--- src/rtl/adc_pkg.sv ---
// adc_pkg -- definitions shared by the sample averager and the ADC interface.
//   state_t    : averager sequencer states
//   OP_*       : adc_op command codes driven with adc_cs
//   adc_cmd_t  : one command-strobe bundle (cs, op, addr)
//   mk_cmd     : builds a strobe for a command code and channel
package adc_pkg;

   localparam int ADC_W = 14;

   localparam logic [3:0] OP_SEL  = 4'b0000;
   localparam logic [3:0] OP_RST  = 4'b0001;
   localparam logic [3:0] OP_CONV = 4'b0010;

   typedef enum logic [3:0] {
      S_IDLE,
      S_ADC_RST,
      S_TRIG,
      S_WAIT_LO,
      S_WAIT_HI,
      S_SEL_A,
      S_RD_A,
      S_SEL_B,
      S_RD_B,
      S_ACC,
      S_OUT
   } state_t;

   typedef struct packed {
      logic       cs;
      logic [3:0] op;
      logic [7:0] addr;
   } adc_cmd_t;

   // Channel lives in addr bit 0; the upper address bits are always zero.
   function automatic adc_cmd_t mk_cmd(input logic [3:0] op, input logic ch);
      adc_cmd_t c;
      c.cs   = 1'b1;
      c.op   = op;
      c.addr = {7'b0, ch};
      return c;
   endfunction

endpackage

--- src/rtl/adc_accumulator.sv ---
// adc_accumulator -- dual-channel clear/add accumulator with shift average.
//   clk, rst     : clock, synchronous active-high reset
//   clr          : zero both accumulators (wins over add)
//   add          : acc_x <= acc_x + in_x
//   in_a, in_b   : W-bit unsigned samples
//   avg_a, avg_b : (acc_x + in_x) >> SHIFT, i.e. the average that includes the
//                  sample currently presented, so the caller can capture the
//                  final result on the same cycle it adds the last sample
// Accumulators are W+SHIFT bits: 2^SHIFT samples of W bits cannot overflow.
module adc_accumulator #(
   parameter int W     = 14,
   parameter int SHIFT = 2
) (
   input  logic         clk,
   input  logic         rst,
   input  logic         clr,
   input  logic         add,
   input  logic [W-1:0] in_a,
   input  logic [W-1:0] in_b,
   output logic [W-1:0] avg_a,
   output logic [W-1:0] avg_b
);

   localparam int AW = W + SHIFT;

   logic [AW-1:0] acc_a, acc_b;
   logic [AW-1:0] sum_a, sum_b;

   assign sum_a = acc_a + AW'(in_a);
   assign sum_b = acc_b + AW'(in_b);

   always_ff @(posedge clk) begin
      if (rst || clr) begin
         acc_a <= '0;
         acc_b <= '0;
      end else if (add) begin
         acc_a <= sum_a;
         acc_b <= sum_b;
      end
   end

   // Truncating divide by 2^SHIFT.
   assign avg_a = sum_a[AW-1:SHIFT];
   assign avg_b = sum_b[AW-1:SHIFT];

endmodule

--- src/rtl/adc_sample_averager.sv ---
// adc_sample_averager -- sequences a two-channel ADC, averages 2^LOG2_AVG
// conversions per channel and hands the result over a valid/ready port.
//   clk, rst           : clock, synchronous active-high reset
//   run                : level; acquisitions repeat while high
//   adc_cs/op/addr     : command strobe to the ADC interface
//   adc_rdy, adc_data  : ADC idle flag and selected-channel result
//   avg_a, avg_b       : averaged results, valid while out_valid
//   out_valid/out_ready: result handshake
//   busy               : high in every state except IDLE
//   err_timeout        : sticky, set when a wait on adc_rdy runs out
module adc_sample_averager
   import adc_pkg::*;
#(
   parameter int LOG2_AVG = 2,
   parameter int TIMEOUT  = 255
) (
   input  logic              clk,
   input  logic              rst,
   input  logic              run,
   output logic              adc_cs,
   output logic [3:0]        adc_op,
   output logic [7:0]        adc_addr,
   input  logic              adc_rdy,
   input  logic [ADC_W-1:0]  adc_data,
   output logic [ADC_W-1:0]  avg_a,
   output logic [ADC_W-1:0]  avg_b,
   output logic              out_valid,
   input  logic              out_ready,
   output logic              busy,
   output logic              err_timeout
);

   localparam int NSAMP = 1 << LOG2_AVG;
   localparam int CW    = LOG2_AVG + 1;
   localparam int TW    = $clog2(TIMEOUT + 1);

   state_t             state, next_state;
   logic               in_rst;
   logic [TW-1:0]      wait_cnt;
   logic               settled;
   logic [ADC_W-1:0]   sample_a, sample_b;
   logic [CW-1:0]      count;
   logic [ADC_W-1:0]   avg_next_a, avg_next_b;
   logic               in_wait, timeout_hit, timeout_ev, last;
   logic               acc_add, acc_clr;
   adc_cmd_t           cmd;

   assign in_wait     = (state == S_WAIT_LO) || (state == S_WAIT_HI);
   assign timeout_hit = in_wait && (wait_cnt == TW'(TIMEOUT - 1));
   // Timeout only counts when the awaited edge has not shown up this cycle.
   assign timeout_ev  = timeout_hit && ((state == S_WAIT_LO) ? adc_rdy : !adc_rdy);
   assign last        = (count == CW'(NSAMP - 1));

   assign acc_add = (state == S_ACC);
   assign acc_clr = timeout_ev || ((state == S_ACC) && last);

   adc_accumulator #(
      .W     (ADC_W),
      .SHIFT (LOG2_AVG)
   ) u_acc (
      .clk   (clk),
      .rst   (rst),
      .clr   (acc_clr),
      .add   (acc_add),
      .in_a  (sample_a),
      .in_b  (sample_b),
      .avg_a (avg_next_a),
      .avg_b (avg_next_b)
   );

   // State register. in_rst marks the cycles while rst is held, so ADC_RST
   // keeps every output quiet and issues its strobe only once rst is gone.
   always_ff @(posedge clk) begin
      in_rst <= rst;
      if (rst) state <= S_ADC_RST;
      else     state <= next_state;
   end

   // Next state.
   always_comb begin
      next_state = state;
      unique case (state)
         S_IDLE:    if (run && adc_rdy) next_state = S_TRIG;
         S_ADC_RST: if (!in_rst) next_state = S_IDLE;
         S_TRIG:    next_state = S_WAIT_LO;
         S_WAIT_LO: begin
            if (!adc_rdy)         next_state = S_WAIT_HI;
            else if (timeout_hit) next_state = S_ADC_RST;
         end
         S_WAIT_HI: begin
            if (adc_rdy)          next_state = S_SEL_A;
            else if (timeout_hit) next_state = S_ADC_RST;
         end
         S_SEL_A:   next_state = S_RD_A;
         // RD_x spends one settle cycle, then samples on the second.
         S_RD_A:    if (settled) next_state = S_SEL_B;
         S_SEL_B:   next_state = S_RD_B;
         S_RD_B:    if (settled) next_state = S_ACC;
         S_ACC: begin
            if (last)     next_state = S_OUT;
            else if (run) next_state = S_TRIG;
            else          next_state = S_IDLE;
         end
         S_OUT:     if (out_ready) next_state = S_IDLE;
         default:   next_state = S_ADC_RST;
      endcase
   end

   // Outputs: command strobes decoded from state.
   always_comb begin
      cmd = '0;
      if (!in_rst) begin
         case (state)
            S_ADC_RST: cmd = mk_cmd(OP_RST,  1'b0);
            S_TRIG:    cmd = mk_cmd(OP_CONV, 1'b0);
            S_SEL_A:   cmd = mk_cmd(OP_SEL,  1'b0);
            S_SEL_B:   cmd = mk_cmd(OP_SEL,  1'b1);
            default:   cmd = '0;
         endcase
      end
   end

   assign adc_cs   = cmd.cs;
   assign adc_op   = cmd.op;
   assign adc_addr = cmd.addr;
   assign busy     = (state != S_IDLE) && !in_rst;

   // Datapath: wait counter, settle flag, sample capture, count, result.
   always_ff @(posedge clk) begin
      if (rst) begin
         wait_cnt    <= '0;
         settled     <= 1'b0;
         sample_a    <= '0;
         sample_b    <= '0;
         count       <= '0;
         avg_a       <= '0;
         avg_b       <= '0;
         out_valid   <= 1'b0;
         err_timeout <= 1'b0;
      end else begin
         // Cleared on every state change, so each wait state starts at zero.
         if (in_wait && (next_state == state)) wait_cnt <= wait_cnt + 1'b1;
         else                                  wait_cnt <= '0;

         settled <= ((state == S_RD_A) || (state == S_RD_B)) && !settled;

         if ((state == S_RD_A) && settled) sample_a <= adc_data;
         if ((state == S_RD_B) && settled) sample_b <= adc_data;

         if (timeout_ev) begin
            err_timeout <= 1'b1;
            count       <= '0;
         end

         if (state == S_ACC) begin
            if (last) begin
               count     <= '0;
               avg_a     <= avg_next_a;
               avg_b     <= avg_next_b;
               out_valid <= 1'b1;
            end else begin
               count <= count + 1'b1;
            end
         end

         if ((state == S_OUT) && out_ready) out_valid <= 1'b0;
      end
   end

endmodule

--- config.mk ---
export PLATFORM = sky130hd
export DESIGN_NAME = adc_sample_averager
export DESIGN_NICKNAME = d
export VERILOG_FILES = /design/src/rtl/adc_pkg.sv /design/src/rtl/adc_accumulator.sv /design/src/rtl/adc_sample_averager.sv
export SDC_FILE = /design/constraint.sdc
export NUM_CORES = 1
export LEC_CHECK = 0
export ABC_AREA = 1
export BUFFER_PORTS_ARGS = -buffer_cell sky130_fd_sc_hd__buf_2
export CORE_MARGIN = 3
export CORE_UTILIZATION = 64
export DETAILED_ROUTE_END_ITERATION = 8
export PLACE_DENSITY_LB_ADDON = 0.05
export SYNTH_ARGS = -nofsm -noshare
export SYNTH_HDL_FRONTEND = slang
export SYNTH_SLANG_ARGS = --single-unit
--- constraint.sdc ---
create_clock -name clk -period 5.09 [get_ports clk]
set_clock_uncertainty 0.1 [all_clocks]
set_input_delay 0.509 -clock clk [delete_from_list [all_inputs] [get_ports clk]]
set_output_delay 0.509 -clock clk [all_outputs]
set_load 0.01 [all_outputs]
==> run metrics, run 1 <==
final setup vio count=0; distinct cell type count after synthesis=37; worst path required time=5.29 ns; PostCTS Resize Cnt=0; Synth Cell Area=5780 um2; initial core utilization=65.9%; Final Net Count=929; Remaining Overflow, GRT=0; CTS tree=done; Slowest Stage Delay on Critical Path=0.46 ns; min Tclk post-route=2.43 ns; NetSw=352 uW; vias=5425; final worst-path cycle share=47.8%; Critical Path Source Type=register; area delta synth->final=7.69%; per-cell routed wire length=14.3 um; Ant. Diodes=0; Slew Limit Fails=0; io pins=63; fin util=71.0%; status=finished clean; CTS H-tree lvls=3; logic gate share of total power=5.0%; Slew HR=35.5%; Slowest cell on crit path=buf_4; Longest Clk Path Bufs=2; Seq/Total Area, Yosys=37.1%; DRT Pass-1 Iters=5; Synth top area share=37.1%; GPL Wtd Cong=0.988; CP delay by family, top=buffers and inverters; FF+latch count, synth=107; setup TNS=0 ns; peak supply drop=0.000165 V; Leakage=0.00307 uW; Tot GR Track Use=28.8%; remaining antenna violation count=0; Yosys top cell by area=dfxtp_1; P per Cell Area=232 nW/um2; Fin. Hold Viols=0; Buf/Inv on CP=3; Ys Warns=0; Num CTS Buffers=9; Die Area=10200 um2; drt first-iter violations=397; Num Clock Sinks=107; share of cells above drive strength 1=10.7%; Die X=101 um; RSZ-0062 raised after global routing=no; Post-synth EDFFs=0; pre-CTS setup slack=2.56 ns; die height=101 um; routed wire length=14.2 mm; IO buf count=53; post-synthesis average cell area=6.90 um2; CTS Root Cell=clkbuf_8; initial antenna violation count=0; critical path class=register to register; most frequent cells in the layout=nand2_1 (233), dfxtp_1 (107), inv_1 (83), a21oi_1 (79), nor2_1 (76); row count=34; most common cell after layout, fill and taps aside=nand2_1; Hold WC Path Type=input port to register; fillers=762; number of max-cap violations=0; clock-pin slew on the worst setup and hold paths=0.10 ns; Final Hold Slack=0.253 ns; Post-CTS Setup Bufs=0; Synth area leaders=dfxtp_1 (37%), nand2_1 (15%), a21oi_1 (6.8%), ha_1 (6.7%), nand3_1 (6.5%); DP HPWL=10.5 mm; Max Clock Freq=0.411 GHz; WP data arrival=2.63 ns; clock network power share=36.4%; routed vias/inst=5.48; largest net degree at the start of global routing=42; critical path peak fanout=40; Gate Count Post-Synth=837; Slew @ Worst Pin=0.967 ns; first-pass GRT wire length=23.5 mm; Core Area=8760 um2; Seq pwr share=58.5%; worst skew pair latency=0.37 ns; FFs w/ async S/R, synth=0%; crit path capture type=register; worst setup margin=2.66 ns; vias in the first global route=4963; Synth Flop Type=dfxtp_1; Residual DRC=0; internal power=1090 uW; Net Sw Frac=24.4%; dpl cells=974; fin cells=990; worst-path cell chain=inv_2 -> nor2_2 -> nand2_2 -> inv_1 -> buf_4 -> o21ai_0 -> a31oi_1; CTS Hold Buffers Added=0
[synth_stat cells (4+ instances only)]
master	count
a21oi_1	79
a31oi_1	6
buf_2	11
buf_4	9
clkbuf_1	11
dfxtp_1	107
ha_1	31
inv_1	83
inv_2	4
nand2_1	233
nand2_2	5
nand3_1	75
nand4_1	8
nor2_1	76
nor2_2	6
o21ai_0	35
o21ai_1	6
o21bai_1	4
xnor2_1	8
xor2_1	11
[worst reg2reg max path, delay by kind of cell (launching register included)]
kind | cells | cell delay, ns
DFF | 1 | 0.45
buffers and inverters | 3 | 0.93
AOI/OAI and AO/OA | 2 | 0.36
and+or+nand+nor | 2 | 0.53
[layer usage]
metal | part of all wire (%) | vias up | global-route usage (%)
met3 | 4.8 | 16 | 5.05
met2 | 46 | 143 | 46.9
met1 | 48 | 2488 | 40.0
met5 | 0 | - | 0
met4 | 1.2 | 0 | 6.44
li1 | - | 2778 | -
[layout make-up]
cell class	count	area [um2]	area share (%)
multi-input cells	617	3130	50.4
flip-flops and latches	107	2140	34.4
inverters	88	335	5.39
repair buffers	54	273	4.39
well taps	108	135	2.17
clock buffers	9	124	1.99
clock inverters	7	77.6	1.25
[sequential cells by signal (all words and copies together) (netlist names)]
signal and cells:
avg_a 14, avg_b 14, count 3, err_timeout 1
in_rst 1, out_valid 1, sample_a 14, sample_b 14
settled 1, state 4, u_acc.acc_a 16, u_acc.acc_b 16
wait_cnt 8
[logic make-up after synthesis]
kind of cell | synth area share, %
simple gates | 30.7
compound gates | 12.6
buf+inv | 9.19
flops | 37.1
fa+ha+maj | 7.41
xor+xnor | 2.88
other cells | 0.0649
[metrics by stage]
stage               total power [uW]  instance area (um2)
floorplan                        917                 5810
global placement                 935                 6020
detailed placement               935                 6020
CTS                             1450                 6220
global route                    1500                 6220
finish                          1440                 6220
[path summary, 6_finish.rpt]
check / from / endpoint / slack, ns / cells after the start
worst min register to register: avg_a[13] / avg_a[13] / 0.36 / 2
worst min-delay path: out_ready / out_valid / 0.25 / 2
worst max-delay path: state[3] / u_acc.acc_b[8] / 2.66 / 7
worst max register to register: state[3] / u_acc.acc_b[8] / 2.66 / 7
[power by group through the flow]
stage	registers, uW	clock network, uW	logic (uW)
after floorplan	863	0	53.6
after global placement	864	0	70.9
after detailed placement	864	0	70.9
after CTS	845	538	71.2
after global routing	846	577	79.7
final	845	526	72.8
Power figures use the tool's default switching activity.
==> run 2, diff against run 1 <==
--- a/config.mk
+++ b/config.mk
@@ -8,7 +8,7 @@
 export ABC_AREA = 1
 export BUFFER_PORTS_ARGS = -buffer_cell sky130_fd_sc_hd__buf_2
 export CORE_MARGIN = 3
-export CORE_UTILIZATION = 64
+export CORE_UTILIZATION = 53
 export DETAILED_ROUTE_END_ITERATION = 8
 export PLACE_DENSITY_LB_ADDON = 0.05
 export SYNTH_ARGS = -nofsm -noshare
==> constraint.sdc (replaced) <==
create_clock -name clk -period 2.2 [get_ports clk]
set_clock_uncertainty 0.1 [all_clocks]
set_input_delay 0.22 -clock clk [delete_from_list [all_inputs] [get_ports clk]]
set_output_delay 0.22 -clock clk [all_outputs]
set_load 0.01 [all_outputs]
==> run metrics, run 2 (synthesis results as in run 1) <==
drt first-iter violations=369 (was 397); fin util=61.3% (was 71.0%); Buf/Inv on CP=3 (unchanged); Slew HR=57.0% (was 35.5%); peak supply drop=0.000516 V (was 0.000165 V); worst skew pair latency=0.38 ns (was 0.37 ns); Largest regs=u_acc.acc_a: 16 flops, u_acc.acc_b: 16 flops (unchanged); Die Area=12200 um2 (was 10200 um2); number of max-cap violations=0 (unchanged); Slowest cell on crit path=fa_1 (was buf_4); Longest Clk Path Bufs=2 (unchanged); CP delay by family, top=adder cells (was buffers and inverters); WP data arrival=2.24 ns (was 2.63 ns); crit path capture type=register (unchanged); area delta synth->final=11.0% (was 7.69%); critical path peak fanout=4 (was 40); vias in the first global route=5043 (was 4963); min Tclk post-route=2.02 ns (was 2.43 ns); Die X=110 um (was 101 um); worst path required time=2.42 ns (was 5.29 ns); worst setup margin=0.178 ns (was 2.66 ns); CTS Root Cell=clkbuf_8 (unchanged); GPL Wtd Cong=0.949 (was 0.988); fin cells=1033 (was 990); Num Clock Sinks=107 (unchanged); dpl cells=1014 (was 974); Core Area=10500 um2 (was 8760 um2); worst-path cell chain=ha_1 -> inv_1 -> fa_1 -> inv_1 -> nand3_1 -> nand2_2 -> buf_4 -> a31oi_1 -> or2_2 -> a31oi_1 (was inv_2 -> nor2_2 -> nand2_2 -> inv_1 -> buf_4 -> o21ai_0 -> a31oi_1); CTS tree=done (unchanged); initial core utilization=55.2% (was 65.9%); Ant. Diodes=0 (unchanged); DP HPWL=11.0 mm (was 10.5 mm); IO buf count=53 (unchanged); fillers=1030 (was 762); vias=5466 (was 5425); Num CTS Buffers=9 (unchanged); die height=110 um (was 101 um); clock-pin slew on the worst setup and hold paths=0.09 ns (was 0.10 ns); largest net degree at the start of global routing=51 (was 42); routed wire length=14.8 mm (was 14.2 mm); remaining antenna violation count=0 (unchanged); per-cell routed wire length=14.3 um (about the same); Fin. Hold Viols=0 (unchanged); row count=37 (was 34); Max Clock Freq=0.495 GHz (was 0.411 GHz); Slowest Stage Delay on Critical Path=0.39 ns (was 0.46 ns); final worst-path cycle share=91.9% (was 47.8%); Remaining Overflow, GRT=0 (unchanged); pre-CTS setup slack=0.158 ns (was 2.56 ns); Slew @ Worst Pin=0.645 ns (was 0.967 ns); first-pass GRT wire length=23.9 mm (was 23.5 mm); Hold WC Path Type=input port to register (unchanged); io pins=63 (unchanged); initial antenna violation count=0 (unchanged); CTS H-tree lvls=3 (unchanged); share of cells above drive strength 1=12.2% (was 10.7%); Critical Path Source Type=register (unchanged); Slew Limit Fails=0 (unchanged); Residual DRC=0 (unchanged); final setup vio count=0 (unchanged); status=finished clean (unchanged); critical path class=register to register (unchanged); most common cell after layout, fill and taps aside=nand2_1 (unchanged); P per Cell Area=533 nW/um2 (was 232 nW/um2); Leakage=0.00316 uW (was 0.00307 uW); routed vias/inst=5.29 (was 5.48); most frequent cells in the layout=nand2_1 (231), dfxtp_1 (106), inv_1 (83), a21oi_1 (79), nor2_1 (76) (was nand2_1 (233), dfxtp_1 (107), inv_1 (83), a21oi_1 (79), nor2_1 (76)); Tot GR Track Use=25.2% (was 28.8%); DRT Pass-1 Iters=5 (unchanged); Final Net Count=946 (was 929)
## run 2: repair_timing
item / 4_1_cts / 5_1_grt
setup endpoints to repair: 0 / 5
buffers inserted: 0 / 2
resized for setup: 0 / 3
endpoints found under the hold margin: 3 / 0
hold buffers: 3 / 0
## run 2: metal layers
metal	GRT usage (%)	up-vias	part of all wire (%)	routed length [um]
li1	-	2809	-	-
met1	32.9	2489	46	6770
met2	42.1	159	47	6980
met3	6.06	9	6.1	904
met4	5.98	0	0.77	114
met5	0	-	0	0
## run 2: final timing paths
check | slack (ns) | startpoint | end | cells past startpoint
setup reg to reg | 0.18 | sample_b[0] | avg_b[6] | 10
setup / recovery | 0.18 | sample_b[0] | avg_b[6] | 10
hold reg to reg | 0.35 | count[2] | count[2] | 2
hold / removal | 0.02 | adc_data[13] | sample_a[13] | 3
## run 2: area by class of cell
cell class	count	area [um2]	share of cell area, %
Tap cell	136	170	2.65
Multi-Input combinational cell	617	3140	48.9
Inverter	88	335	5.23
Timing Repair Buffer	71	420	6.56
Sequential cell	107	2140	33.4
Clock inverter	5	80.1	1.25
Clock buffer	9	124	1.93
## run 2: through the flow
stage | instance area [um2] | power (uW) | setup TNS, ns | hold WS [ns]
final | 6410 | 3420 | 0 | 0.0198
after global routing | 6410 | 3530 | -0.0104 | 0.00685
after CTS | 6390 | 3460 | 0 | 0.000301
after detailed placement | 6160 | 2170 | 0 | 0.338
after global placement | 6160 | 2170 | 0 | 0.332
after floorplan | 5810 | 2120 | 0 | 0.148
## run 2: worst min-delay path, stage by stage
cell and delay, ns:
buf_2 0.11, nand3_1 0.07, a21oi_1 0.06
## run 2: power breakdown
| part | switching (uW) | total, uW | internal (uW) | leakage [uW] |
|---|---|---|---|---|
| Sequential | 11.2 | 1950 | 1940 | 0.000863 |
| Clock | 661 | 1290 | 626 | 0.0000972 |
| Combinational | 123 | 177 | 53.7 | 0.00220 |
| Total | 795 | 3420 | 2620 | 0.00316 |
